--- config.mk ---
export PLATFORM = sky130hd
export DESIGN_NAME = sdram_port_arbiter
export DESIGN_NICKNAME = d
export VERILOG_FILES = /design/src/rtl/sdram_arb_pkg.sv /design/src/rtl/cpu_req_detect.sv /design/src/rtl/sdram_port_arbiter.sv
export SDC_FILE = /design/constraint.sdc
export NUM_CORES = 1
export LEC_CHECK = 0
export CAP_MARGIN = 25
export CORE_ASPECT_RATIO = 1.5
export CORE_MARGIN = 10
export CORE_UTILIZATION = 30
export DETAILED_ROUTE_END_ITERATION = 6
export RECOVER_POWER = 100
export REMOVE_ABC_BUFFERS = 1
export SYNTH_ARGS = -nofsm -noshare
export SYNTH_HDL_FRONTEND = slang
export SYNTH_HIERARCHICAL = 1
export SYNTH_SLANG_ARGS = --single-unit
export TNS_END_PERCENT = 30
--- constraint.sdc ---
create_clock -name clk -period 1.8 [get_ports clk]
set_input_delay 0.27 -clock clk [delete_from_list [all_inputs] [get_ports clk]]
set_output_delay 0.27 -clock clk [all_outputs]
set_load 0.02 [all_outputs]
--- src/rtl/sdram_arb_pkg.sv ---
// Shared types and helpers for the SDRAM port arbiter: FSM states, requester identity,
// byte-lane strobe generation and read-byte selection.
package sdram_arb_pkg;

    typedef enum logic [1:0] {
        StIdle,
        StBusyCpu,
        StBusyFdc
    } arb_state_t;

    typedef enum logic {
        ReqCpu,
        ReqFdc
    } requester_t;

    // Reads fetch the whole word; writes enable only the lane holding the addressed byte.
    function automatic logic [1:0] lane_ds(input logic we, input logic a0);
        if (!we) begin
            return 2'b11;
        end
        return a0 ? 2'b10 : 2'b01;
    endfunction

    function automatic logic [7:0] byte_sel(input logic [15:0] q16, input logic a0);
        return a0 ? q16[15:8] : q16[7:0];
    endfunction

endpackage

--- src/rtl/cpu_req_detect.sv ---
// CPU-side trigger detection: strobe rising edges and address changes under a held read,
// with capture of the address/data/direction of the most recent trigger.
module cpu_req_detect (
    input  logic        clk_i,
    input  logic        reset_i,
    input  logic        cpu_cs_i,
    input  logic        cpu_oe_i,
    input  logic        cpu_we_i,
    input  logic [15:0] cpu_a_i,
    input  logic [7:0]  cpu_d_i,
    output logic        trig_o,
    output logic [15:0] cap_a_o,
    output logic [7:0]  cap_d_o,
    output logic        cap_we_o
);

    logic        rd, wr;
    logic        rd_q, wr_q;
    logic [15:0] a_q;
    logic [15:0] cap_a_q;
    logic [7:0]  cap_d_q;
    logic        cap_we_q;

    assign rd = cpu_cs_i & cpu_oe_i;
    assign wr = cpu_cs_i & cpu_we_i;

    assign trig_o = (rd & ~rd_q) | (wr & ~wr_q) | (rd & rd_q & (cpu_a_i != a_q));

    always_ff @(posedge clk_i) begin
        // History tracks the bus in reset too, so strobes held through reset never fire.
        rd_q <= rd;
        wr_q <= wr;
        a_q  <= cpu_a_i;
        if (reset_i) begin
            cap_a_q  <= '0;
            cap_d_q  <= '0;
            cap_we_q <= 1'b0;
        end else if (trig_o) begin
            cap_a_q  <= cpu_a_i;
            cap_d_q  <= cpu_d_i;
            cap_we_q <= wr;
        end
    end

    assign cap_a_o  = cap_a_q;
    assign cap_d_o  = cap_d_q;
    assign cap_we_o = cap_we_q;

endmodule

--- src/rtl/sdram_port_arbiter.sv ---
// Shares one toggle-handshake SDRAM port between the CPU bus and the FDC sector DMA.
// Define SDRAM_ARB_FAIRNESS_EN to bound consecutive CPU grants while the FDC waits.
module sdram_port_arbiter
    import sdram_arb_pkg::*;
#(
    parameter int unsigned       ADDR_W      = 24,
    parameter logic [ADDR_W-1:0] FDC_BASE    = 24'h010000,
    parameter int unsigned       MAX_CPU_RUN = 4
) (
    input  logic              clk,
    input  logic              reset,
    input  logic              cpu_cs,
    input  logic              cpu_oe,
    input  logic              cpu_we,
    input  logic [15:0]       cpu_a,
    input  logic [7:0]        cpu_d,
    output logic [7:0]        cpu_q,
    output logic              cpu_busy,
    input  logic              fdc_req,
    input  logic              fdc_we,
    input  logic [16:0]       fdc_a,
    input  logic [7:0]        fdc_d,
    output logic [7:0]        fdc_q,
    output logic              fdc_ack,
    output logic              port_req,
    input  logic              port_ack,
    output logic [ADDR_W-1:0] port_a,
    output logic [1:0]        port_ds,
    output logic              port_we,
    output logic [15:0]       port_d,
    input  logic [15:0]       port_q
);

    arb_state_t        state_q, state_d;
    logic              cpu_pend_q, cpu_pend_d;
    logic              fdc_pend_q, fdc_pend_d;
    logic [16:0]       fdc_a_q, fdc_a_d;
    logic [7:0]        fdc_d_q, fdc_d_d;
    logic              fdc_we_q, fdc_we_d;
    logic              cur_a0_q, cur_a0_d;
    logic              port_req_q, port_req_d;
    logic [ADDR_W-1:0] port_a_q, port_a_d;
    logic [1:0]        port_ds_q, port_ds_d;
    logic              port_we_q, port_we_d;
    logic [15:0]       port_d_q, port_d_d;
    logic [7:0]        cpu_rdata_q, cpu_rdata_d;
    logic [7:0]        fdc_rdata_q, fdc_rdata_d;
    logic              fdc_ack_q, fdc_ack_d;

    logic              cpu_trig;
    logic [15:0]       cpu_cap_a;
    logic [7:0]        cpu_cap_d;
    logic              cpu_cap_we;
    logic              fdc_accept;
    logic              port_done;
    logic              grant_valid;
    logic              fdc_first;
    requester_t        grant_who;

    cpu_req_detect u_cpu_req_detect (
        .clk_i    (clk),
        .reset_i  (reset),
        .cpu_cs_i (cpu_cs),
        .cpu_oe_i (cpu_oe),
        .cpu_we_i (cpu_we),
        .cpu_a_i  (cpu_a),
        .cpu_d_i  (cpu_d),
        .trig_o   (cpu_trig),
        .cap_a_o  (cpu_cap_a),
        .cap_d_o  (cpu_cap_d),
        .cap_we_o (cpu_cap_we)
    );

    // The FDC must wait for fdc_ack; extra requests while one is outstanding are dropped.
    assign fdc_accept  = fdc_req & ~fdc_pend_q & (state_q != StBusyFdc);
    assign port_done   = (port_ack == port_req_q);
    assign grant_valid = cpu_pend_q | fdc_pend_q;
    assign grant_who   = (cpu_pend_q & ~fdc_first) ? ReqCpu : ReqFdc;

`ifdef SDRAM_ARB_FAIRNESS_EN
    localparam int unsigned RunW = $clog2(MAX_CPU_RUN + 1);

    logic [RunW-1:0] run_q, run_d;

    always_comb begin
        run_d = run_q;
        if (state_q == StIdle && grant_valid) begin
            if (grant_who == ReqFdc) begin
                run_d = '0;
            end else if (fdc_pend_q) begin
                run_d = run_q + 1'b1;
            end
        end
    end

    always_ff @(posedge clk) begin
        if (reset) begin
            run_q <= '0;
        end else begin
            run_q <= run_d;
        end
    end

    assign fdc_first = fdc_pend_q & (run_q >= RunW'(MAX_CPU_RUN));
`else
    logic unused_max_cpu_run;
    assign unused_max_cpu_run = ^MAX_CPU_RUN;
    assign fdc_first          = 1'b0;
`endif

    always_comb begin
        state_d     = state_q;
        cpu_pend_d  = cpu_pend_q;
        fdc_pend_d  = fdc_pend_q;
        fdc_a_d     = fdc_a_q;
        fdc_d_d     = fdc_d_q;
        fdc_we_d    = fdc_we_q;
        cur_a0_d    = cur_a0_q;
        port_req_d  = port_req_q;
        port_a_d    = port_a_q;
        port_ds_d   = port_ds_q;
        port_we_d   = port_we_q;
        port_d_d    = port_d_q;
        cpu_rdata_d = cpu_rdata_q;
        fdc_rdata_d = fdc_rdata_q;
        fdc_ack_d   = 1'b0;

        unique case (state_q)
            StIdle: begin
                if (grant_valid) begin
                    port_req_d = ~port_req_q;
                    if (grant_who == ReqCpu) begin
                        port_a_d   = ADDR_W'(cpu_cap_a);
                        port_we_d  = cpu_cap_we;
                        port_ds_d  = lane_ds(cpu_cap_we, cpu_cap_a[0]);
                        port_d_d   = {cpu_cap_d, cpu_cap_d};
                        cur_a0_d   = cpu_cap_a[0];
                        cpu_pend_d = 1'b0;
                        state_d    = StBusyCpu;
                    end else begin
                        port_a_d   = FDC_BASE + ADDR_W'(fdc_a_q);
                        port_we_d  = fdc_we_q;
                        port_ds_d  = lane_ds(fdc_we_q, fdc_a_q[0]);
                        port_d_d   = {fdc_d_q, fdc_d_q};
                        cur_a0_d   = fdc_a_q[0];
                        fdc_pend_d = 1'b0;
                        state_d    = StBusyFdc;
                    end
                end
            end
            StBusyCpu: begin
                if (port_done) begin
                    if (!port_we_q) begin
                        cpu_rdata_d = byte_sel(port_q, cur_a0_q);
                    end
                    state_d = StIdle;
                end
            end
            StBusyFdc: begin
                if (port_done) begin
                    if (!port_we_q) begin
                        fdc_rdata_d = byte_sel(port_q, cur_a0_q);
                    end
                    fdc_ack_d = 1'b1;
                    state_d   = StIdle;
                end
            end
            default: state_d = StIdle;
        endcase

        // A fresh trigger re-pends even in the cycle its predecessor is granted.
        if (cpu_trig) begin
            cpu_pend_d = 1'b1;
        end
        if (fdc_accept) begin
            fdc_pend_d = 1'b1;
            fdc_a_d    = fdc_a;
            fdc_d_d    = fdc_d;
            fdc_we_d   = fdc_we;
        end
    end

    always_ff @(posedge clk) begin
        if (reset) begin
            state_q     <= StIdle;
            cpu_pend_q  <= 1'b0;
            fdc_pend_q  <= 1'b0;
            fdc_a_q     <= '0;
            fdc_d_q     <= '0;
            fdc_we_q    <= 1'b0;
            cur_a0_q    <= 1'b0;
            port_req_q  <= 1'b0;
            port_a_q    <= '0;
            port_ds_q   <= 2'b11;
            port_we_q   <= 1'b0;
            port_d_q    <= '0;
            cpu_rdata_q <= '0;
            fdc_rdata_q <= '0;
            fdc_ack_q   <= 1'b0;
        end else begin
            state_q     <= state_d;
            cpu_pend_q  <= cpu_pend_d;
            fdc_pend_q  <= fdc_pend_d;
            fdc_a_q     <= fdc_a_d;
            fdc_d_q     <= fdc_d_d;
            fdc_we_q    <= fdc_we_d;
            cur_a0_q    <= cur_a0_d;
            port_req_q  <= port_req_d;
            port_a_q    <= port_a_d;
            port_ds_q   <= port_ds_d;
            port_we_q   <= port_we_d;
            port_d_q    <= port_d_d;
            cpu_rdata_q <= cpu_rdata_d;
            fdc_rdata_q <= fdc_rdata_d;
            fdc_ack_q   <= fdc_ack_d;
        end
    end

    assign port_req = port_req_q;
    assign port_a   = port_a_q;
    assign port_ds  = port_ds_q;
    assign port_we  = port_we_q;
    assign port_d   = port_d_q;
    assign cpu_q    = cpu_rdata_q;
    assign fdc_q    = fdc_rdata_q;
    assign fdc_ack  = fdc_ack_q;
    assign cpu_busy = cpu_pend_q | (state_q == StBusyCpu);

endmodule
* Yosys cells after proc, flatten, opt, wreduce, memory -nomap -nowiden
Index checks and enable logic that the tools add are counted.
** Storage, ports and cells
- Flip-flop bits (word level) :: 135
- Bits of input ports :: 73
- Output and inout bits :: 62
- Logic and storage cells :: 93
** Cells by class
- Add/sub/neg operators :: 1
- Equality and inequality tests :: 8
- Muxes and demuxes :: 32
- Bitwise operators :: 18
- Reduce and logical (&&, ||, !) cells :: 13
** Operators by type and width (number)
- $mux W2 :: 10
- $add A17 B17 Y18 const A :: 1
- $mux W1 :: 18
- $mux W18 :: 1
- $mux W16 :: 1
- $ne A16 B16 Y1 :: 1
- $reduce_and A3 Y1 :: 3
- $and A1 B1 Y1 :: 8
- $mux W8 :: 1
- $reduce_bool A2 Y1 :: 4
- $not A1 Y1 :: 6
- $reduce_and A2 Y1 :: 3
- $ne A2 B1 Y1 const B :: 2
- $ne A2 B2 Y1 const B :: 2
- $or A1 B1 Y1 :: 4
- $pmux W2 S2 :: 1
- $reduce_or A2 Y1 :: 2
- $eq A2 B1 Y1 const B :: 1
- $eq A2 B2 Y1 const B :: 1
- $logic_not A2 Y1 :: 1
- $eq A1 B1 Y1 :: 1

* Longest topological paths before layout
Gate-level depths: netlist of the first run.
- Depth in word-level cells :: 6
- Mapped depth :: 8
- Depth with buffers taken out :: 6

* By module
The synthesis of the first run kept the hierarchy.
** Modules (own cells, without submodules)
- sdram_port_arbiter :: instances 1, cells each 372, area each 3483.3 um2, sequential area each 1541.5 um2
- cpu_req_detect :: instances 1, cells each 221, area each 2209.6 um2, sequential area each 860.8 um2

* Worst setup path before layout of the first run
OpenSTA, ideal clock, no wires.
- Path kind :: flip-flop to flip-flop
- Start point :: reg state_q[0]
- End point :: reg fdc_a_q[0]
- Setup time :: 0.132 ns
- Data arrival time :: 1.354 ns
- Data required time :: 1.668 ns
- Setup slack :: 0.314 ns
- Stages on the path, launching flop included :: 8
- Path buffers :: 2
- Period minus slack after synthesis :: 1.486 ns
- Cell sequence :: dfxtp_1 -> inv_1 -> ha_1 -> or3b_1 -> buf_6 -> buf_8 -> nand2_1 -> a21oi_1
** Between the ends
- Cells in the longest elaborated chain, start to end :: 2
** RTL lines
- from (decl) :: RTL line sdram_port_arbiter.sv:34 : arb_state_t state_q, state_d;
- from (signal assigned) :: RTL line sdram_port_arbiter.sv:185 : state_q <= StIdle;
- from (signal assigned) :: RTL line sdram_port_arbiter.sv:201 : state_q <= state_d;
- $ne A2 B2 Y1 :: RTL line sdram_port_arbiter.sv:75 : assign fdc_accept = fdc_req & ~fdc_pend_q & (state_q != StBusyFdc);
- $and A1 B1 Y1 :: RTL line sdram_port_arbiter.sv:75
- to (signal assigned) :: RTL line sdram_port_arbiter.sv:188 : fdc_a_q <= '0;
- to (signal assigned) :: RTL line sdram_port_arbiter.sv:204 : fdc_a_q <= fdc_a_d;
- to (decl) :: RTL line sdram_port_arbiter.sv:37 : logic [16:0] fdc_a_q, fdc_a_d;
Every way passes these cells.
A chain may end at the register's enable or synchronous reset.

* Final worst setup path of the first run
- Start point :: reg state_q[1]
- End point :: out cpu_busy
** Between the ends
- Cells in the longest elaborated chain, start to end :: 2
** RTL lines
- $eq A2 B1 Y1 :: RTL line sdram_port_arbiter.sv:227 : assign cpu_busy = cpu_pend_q | (state_q == StBusyCpu);
- $or A1 B1 Y1 :: RTL line sdram_port_arbiter.sv:227
- to (decl) :: RTL line sdram_port_arbiter.sv:18 : output logic cpu_busy,
Every way passes these cells.

==> results of run 1 <==
## sequential cells by signal (all words and copies together), names as in the netlist
name                       flops
port_a                        18
fdc_a_q                       17
u_cpu_req_detect/a_q          16
u_cpu_req_detect/cap_a_o      16
cpu_q                          8
fdc_d_q                        8
fdc_q                          8
port_d                         8
u_cpu_req_detect/cap_d_o       8
port_ds                        2
state_q                        2
cpu_pend_q                     1
fdc_ack                        1
fdc_pend_q                     1
fdc_we_q                       1
port_req                       1
port_we                        1
u_cpu_req_detect/cap_we_o      1
u_cpu_req_detect/rd_q          1
u_cpu_req_detect/wr_q          1
## power by group through the flow
stage | Sequential [mW] | Combinational [mW] | Clock, mW
floorplan | 3.35 | 0.749 | 0
global placement | 3.16 | 1.83 | 0
detailed placement | 3.17 | 1.86 | 0
CTS | 3.12 | 1.86 | 3.24
global route | 3.15 | 1.93 | 3.36
finish | 3.11 | 1.77 | 3.14
## repair_timing
item | in CTS | in global routing
cloned | 0 | 0
resized for setup | 5 | 1
setup endpoints to repair | 2 | 1
## path summary, 6_finish.rpt
check | startpoint | end | slack [ns]
worst max register to register | state_q[0] | fdc_a_q[9] | 0.16
worst min register to register | fdc_a_q[11] | fdc_a_q[11] | 0.45
worst max-delay path | state_q[1] | cpu_busy | 0.08
worst min-delay path | reset | port_a[4] | 0.34
## Yosys cell counts, drive strengths merged, types with 4 or more instances
cell and n:
or2 10, nand2b 17, nor2 30, nor3b 26, ha 4, o21ai 6, a211oi 25, a21oi 33
nor4b 25, xnor2 18, dfxtp 120, inv 6, nand2 84, a32oi 25, buf 41, mux2i 74
clkbuf 25
## per-layer routing
| layer | track usage [%] | vias up |
|---|---|---|
| li1 | - | 2339 |
| met5 | 0 | - |
| met2 | 22.0 | 130 |
| met4 | 4.88 | 0 |
| met1 | 13.7 | 2230 |
| met3 | 3.70 | 26 |
## logic make-up (layout without fill, tap and decap cells)
logic type	count (synthesis)	after routing	synth area share (%)
adders and majority gates	4	4	0.879
other	1	6	0.0659
muxes	74	74	13.0
DFF	120	120	42.2
xor gates and xnor gates	19	19	3.32
and+or+nand+nor	205	205	19.5
AOI/OAI and AO/OA	97	97	13.2
buffers and inverters	73	207	7.82
## metrics by stage
step	hold slack, ns	utilization, %	worst slack, ns
2_1_floorplan	0.298	-	-1.83
3_3_place_gp	0.442	39.2	-0.229
3_5_place_dp	0.446	39.2	-0.280
4_1_cts	0.333	42.1	0.0264
5_1_grt	0.353	42.0	0.000292
6_report	0.344	42.0	0.0814
## layout make-up
cell class | instances | area [um2]
fill | 1919 | 10800
inverter | 7 | 26.3
multi-input combinational | 405 | 2880
sequential | 120 | 2400
clock inverter | 3 | 40.0
timing repair buffer | 170 | 1660
tap | 252 | 315
clock buffer | 27 | 503
## worst register-to-register path: cells and delay by family (launching register included)
family / cells / cell delay [ns]
simple gates: 2 / 0.50
flops: 1 / 0.34
buf+inv: 2 / 0.34
fa+ha+maj: 1 / 0.27
compound gates: 1 / 0.07
==> run summary, run 1 <==
Status
- **run status** finished clean

Power
- **design internal power** 5.78 mW
- **power density over the cells** 1020 mW/mm2
- **share of total power in combinational logic** 22.0%
- **Sequential Power Share** 38.8%
- **highest ir drop seen on vdd** 596 uV
- **overall power** 8.02 mW
- **switching power of the nets** 2.23 mW
- **clock network fraction of total power** 39.2%
- **fraction of power spent switching nets** 27.9%
- **static leakage** 3.01 nW

Drt
- **Pre-antenna DRT Iters** 5
- **met1 wire length** 6700 um
- **wire length on met2** 8010 um
- **per-cell via count in the routed design** 4.80
- **top sig layer** met4
- **Post-route DRC** 0
- **sum of met3 wire segment lengths after detailed routing** 688 um
- **mean routed wirelength per cell** 15.9 um
- **overall routed net length** 15700 um
- **DRT iter0 DRCs** 203
- **Via Count** 4725
- **DRT antenna net count** 0

Place
- **half-perimeter wire length of the detailed placement result** 11300 um
- **input/output buffers** 128
- **dpl cells** 954
- **cell area reported after detailed placement** 0.00731 mm2
- **routability cong.** 0.760

Timing
- **measured slew at the worst slew-check pin** 0.630 ns
- **headroom to the max-slew limit** 58.0%
- **sum of negative setup slack** 0 ns
- **final hold vios** 0
- **post-layout minimum cycle time** 1.72 ns
- **final worst path period share** 95.5%
- **setup repair after global routing missed its margin** no
- **largest clock skew in the final design** 0.00642 ns
- **Final Setup Violations** 0
- **FMAX** 582 MHz
- **fin. max-slew vios** 0

Yosys
- **syn_area_per_cell** 9.60 um2
- **area of the mapped netlist** 0.00569 mm2
- **post-synth top area share** 42.2%
- **largest cells by area after synthesis** dfxtp_1 (42%), mux2i_1 (13%), nand2_1 (5.5%)
- **number of enable flip-flop cells after synthesis** 0
- **number of synthesized register bits** 120
- **warning count from the yosys run** 6
- **post-synthesis cell count** 593
- **cell taking the most area after synthesis** dfxtp_1
- **share of synthesized area occupied by flip-flops and latches** 42.2%
- **ys async rst share** 0%
- **Most used DFF post-synth** dfxtp_1
- **post-synthesis cell type count** 45

Floorplan
- **width of the die** 132 um
- **total number of placement rows** 61
- **die footprint** 0.0250 mm2
- **starting density of the core** 30.6%
- **number of top-level pins** 135
- **vertical extent of the die** 189 um
- **standard cell core area** 0.0186 mm2

Clock network
- **cts bufs inserted** 17
- **Post-CTS Hold Fix Bufs** 0
- **TritonCTS clock tree** built
- **clock latency on the worst-skew pair** 0.41 ns
- **buffer type at the clock tree root** clkbuf_16
- **Max H-tree Level** 4
- **buffer count from post-CTS setup fixing** 0
- **Clock Tree Buf Depth** 2
- **TritonCTS sink count** 120
- **clock edge transition at the registers on the reported setup and hold paths** 0.05 ns

Worst setup path
- **worst-path maximum fanout** 3
- **data arrival time of the worst path** 1.45 ns
- **largest stage delay on the critical path** 0.33 ns
- **library cell contributing the largest single delay on the critical path** dfxtp_2
- **crit path kind** reg -> out
- **family with the most delay on the worst path** flip-flops
- **Crit path required time** 1.53 ns
- **kind of end point of the critical path** primary output
- **Levels on crit path** 4
- **sequence of cells on the critical path** inv_1 > ha_1 > or2_2 > buf_2
- **worst reg2reg path depth** 6
- **kind of launch point of the worst setup path** register
- **critical path buffer and inverter count** 2

Final layout
- **fraction of final layout cells with drive strength greater than 1** 12.7%
- **post-route insts no fill** 984
- **Area growth, synth to finish** 37.5%
- **Final #Nets** 798
- **leading cell type in the layout, fill and taps excluded** dfxtp_1
- **post-route design area** 0.00783 mm2
- **antenna diode instance count** 0
- **commonest non-fill, non-tap cells in the layout** dfxtp_1 (119), nand2_1 (84), mux2i_1 (74)

Min path
- **number of stages on the worst hold path** 3
- **worst hold-check path type** in -> reg

Global route
- **via count of the first global-routing pass** 5017
- **largest net degree at the start of global routing** 76
- **grt ovf** 0
- **overall fraction of global-route tracks in use** 12.5%
- **number of antenna violations at the first check in global routing** 0
- **first-pass GRT wire length** 25500 um

Flow run
- **number of max-cap violations** 0

(Power assumes the default switching activity.)
==> run 2: changes to the inputs <==
Settings changed: SETUP_SLACK_MARGIN set to 0.3.
==> run 2 against run 1 <==
  * Fmax up 1.2%
  * Routed wire length up 6.3%
  * Via count rose by 0.70%
  * Register-to-register slack about the same
  * Critical endpoint is now port_a[17]
  * Largest cell class unchanged
  * Largest power group unchanged
==> run summary, run 2 (synthesis gave the netlist of run 1 again) <==
Worst setup path
- **critical path buffer and inverter count** 1, -1
- **worst-path maximum fanout** 2, -1
- **capture point of the worst reg-to-reg path** fdc_a_q[2]
- **sequence of cells on the critical path** dlygate4sd3_1
- **crit path kind** reg -> out
- **library cell contributing the largest single delay on the critical path** dlygate4sd3_1
- **Critical Path End** port_a[17]
- **worst reg2reg path depth** 6, unchanged
- **data arrival time of the worst path** 1.43 ns, -0.02 ns
- **Levels on crit path** 1, -3
- **minimum setup slack among reg-to-reg paths** 0.16 ns, about the same
- **worst reg2reg path startpoint** state_q[0]
- **start point of the critical path** port_a[17]
- **Crit path required time** 1.53 ns, about the same
- **largest stage delay on the critical path** 0.69 ns, +0.36 ns
- **family with the most delay on the worst path** buffers and inverters
- **kind of end point of the critical path** primary output
- **kind of launch point of the worst setup path** register

Floorplan
- **number of top-level pins** 135, unchanged
- **die footprint** 0.0250 mm2, unchanged
- **total number of placement rows** 61, unchanged
- **standard cell core area** 0.0186 mm2, unchanged
- **starting density of the core** 30.6%, unchanged
- **vertical extent of the die** 189 um, unchanged
- **width of the die** 132 um, unchanged

Power
- **highest ir drop seen on vdd** 610 uV, +2.3%
- **Sequential Power Share** 38.4%, -0.4 points
- **fraction of power spent switching nets** 28.8%, +0.92 points
- **static leakage** 3.26 nW, +8.4%
- **share of total power in combinational logic** 22.9%, +0.9 points
- **design internal power** 5.81 mW, +0.44%
- **clock network fraction of total power** 38.6%, -0.6 points
- **switching power of the nets** 2.35 mW, +5.1%
- **power density over the cells** 998 mW/mm2, -2.6%

Clock network
- **TritonCTS clock tree** built
- **Post-CTS Hold Fix Bufs** 0, unchanged
- **Clock Tree Buf Depth** 2, unchanged
- **clock edge transition at the registers on the reported setup and hold paths** 0.05 ns, about the same
- **buffer type at the clock tree root** clkbuf_16
- **Max H-tree Level** 4, unchanged
- **clock latency on the worst-skew pair** 0.42 ns, about the same
- **TritonCTS sink count** 120, unchanged
- **cts bufs inserted** 17, unchanged

Drt
- **Pre-antenna DRT Iters** 5, unchanged
- **DRT antenna net count** 0, unchanged
- **mean routed wirelength per cell** 16.8 um, +5.4%
- **Via Count** 4758, +0.70%
- **per-cell via count in the routed design** 4.80, -0.11%
- **Post-route DRC** 0, unchanged
- **overall routed net length** 16700 um, +6.3%
- **DRT iter0 DRCs** 194, -4.4%

Final layout
- **Seq. cell area** 0.00241 mm2, +0.10%
- **commonest non-fill, non-tap cells in the layout** dfxtp_1 (117), mux2i_1 (73), nand2_1 (63)
- **Area growth, synth to finish** 43.6%
- **Final Util** 43.9%, +1.9 points
- **area of the multi-input gates** 0.00319 mm2, +11%
- **Final #Nets** 806, +1.0%
- **fraction of final layout cells with drive strength greater than 1** 20.5%, +7.8 points
- **leading cell type in the layout, fill and taps excluded** dfxtp_1
- **FILL cells** 1911, -0.42%
- **antenna diode instance count** 0, unchanged
- **flip-flop count of the largest register, all copies and words added** 18, unchanged

Global route
- **first-pass GRT wire length** 25500 um, +0.14%
- **grt ovf** 0, unchanged
- **number of antenna violations at the first check in global routing** 0, unchanged
- **overall fraction of global-route tracks in use** 12.5%, +0.022 points
- **via count of the first global-routing pass** 5032, +0.30%
- **largest net degree at the start of global routing** 76, unchanged

Min path
- **worst hold-check path type** in -> reg

Timing
- **sum of negative setup slack** 0 ns, unchanged
- **Final Setup Violations** 0, unchanged
- **final worst path period share** 94.3%, -1.1 points
- **post-layout minimum cycle time** 1.70 ns, -0.0205 ns
- **largest clock skew in the final design** 0.00719 ns, +0.000776 ns
- **fin. max-slew vios** 0, unchanged
- **FMAX** 589 MHz, +1.2%
- **final hold vios** 0, unchanged
- **measured slew at the worst slew-check pin** 0.634 ns, +0.00370 ns
- **setup repair after global routing missed its margin** yes
- **headroom to the max-slew limit** 57.7%, -0.25 points

Flow run
- **number of max-cap violations** 0, unchanged

Place
- **half-perimeter wire length of the detailed placement result** 11300 um, unchanged
- **input/output buffers** 128, unchanged
- **routability cong.** 0.760, unchanged

Status
- **run status** finished clean

==> run 2: cell count changes in the layout (fill, tap and decap cells not counted), sizes merged <==
cell           change
dlygate4sd2       +30
clkdlybuf4s25      +8
buf                +7
clkbuf             +4
dlygate4sd3       -32
clkdlybuf4s50      -9
==> run 2: area by class of cell <==
class                   count  area share, %
flip-flops and latches    120           29.4
well taps                 252           3.86
multi-input cells         405           39.0
inverters                   7          0.352
clock inverters             3          0.490
repair buffers            178           20.7
clock buffers              27           6.15
==> run 2: layer usage <==
| layer | track usage (%) | up-vias | part of all wire, % |
|---|---|---|---|
| met2 | 22.1 | 124 | 52 |
| li1 | - | 2351 | - |
| met5 | 0 | - | 0 |
| met4 | 4.88 | 0 | 1.1 |
| met1 | 13.7 | 2268 | 42 |
| met3 | 3.70 | 15 | 4.4 |
==> run 2: worst min-delay path by stage <==
stage,start,to,cells past startpoint
finish,cpu_a[9],u_cpu_req_detect/a_q[9],1
global route,cpu_a[9],u_cpu_req_detect/a_q[9],1
CTS,reset,port_a[4],3
detailed placement,fdc_a_q[11],fdc_a_q[11],2
global placement,fdc_a_q[3],fdc_a_q[3],2
floorplan,cpu_a[0],u_cpu_req_detect/a_q[0],0
==> run 2: repair_timing <==
item / CTS / global route
gates resized for setup: 41 / 116
setup endpoints to repair: 111 / 106
gates cloned: 0 / 4
pin swaps: 0 / 54
setup buffers: 1 / 3
==> run 2: power by group through the flow <==
stage / sequential [mW] / clock, mW / combinational (mW)
4_1_cts: 3.11 / 3.24 / 1.80
3_3_place_gp: 3.16 / 0 / 1.83
2_1_floorplan: 3.35 / 0 / 0.749
6_report: 3.14 / 3.15 / 1.87
3_5_place_dp: 3.17 / 0 / 1.86
5_1_grt: 3.17 / 3.36 / 2.03
==> run 2: stage by stage <==
stage	power (mW)	setup WS (ns)	cells	hold slack (ns)	instance area, um2
4_1_cts	8.16	0.100	985	0.333	7820
2_1_floorplan	4.10	-1.83	532	0.298	5290
3_3_place_gp	4.99	-0.229	954	0.442	7310
5_1_grt	8.56	0.0542	992	0.0481	8180
3_5_place_dp	5.03	-0.280	954	0.446	7310
6_report	8.16	0.102	992	0.0628	8180
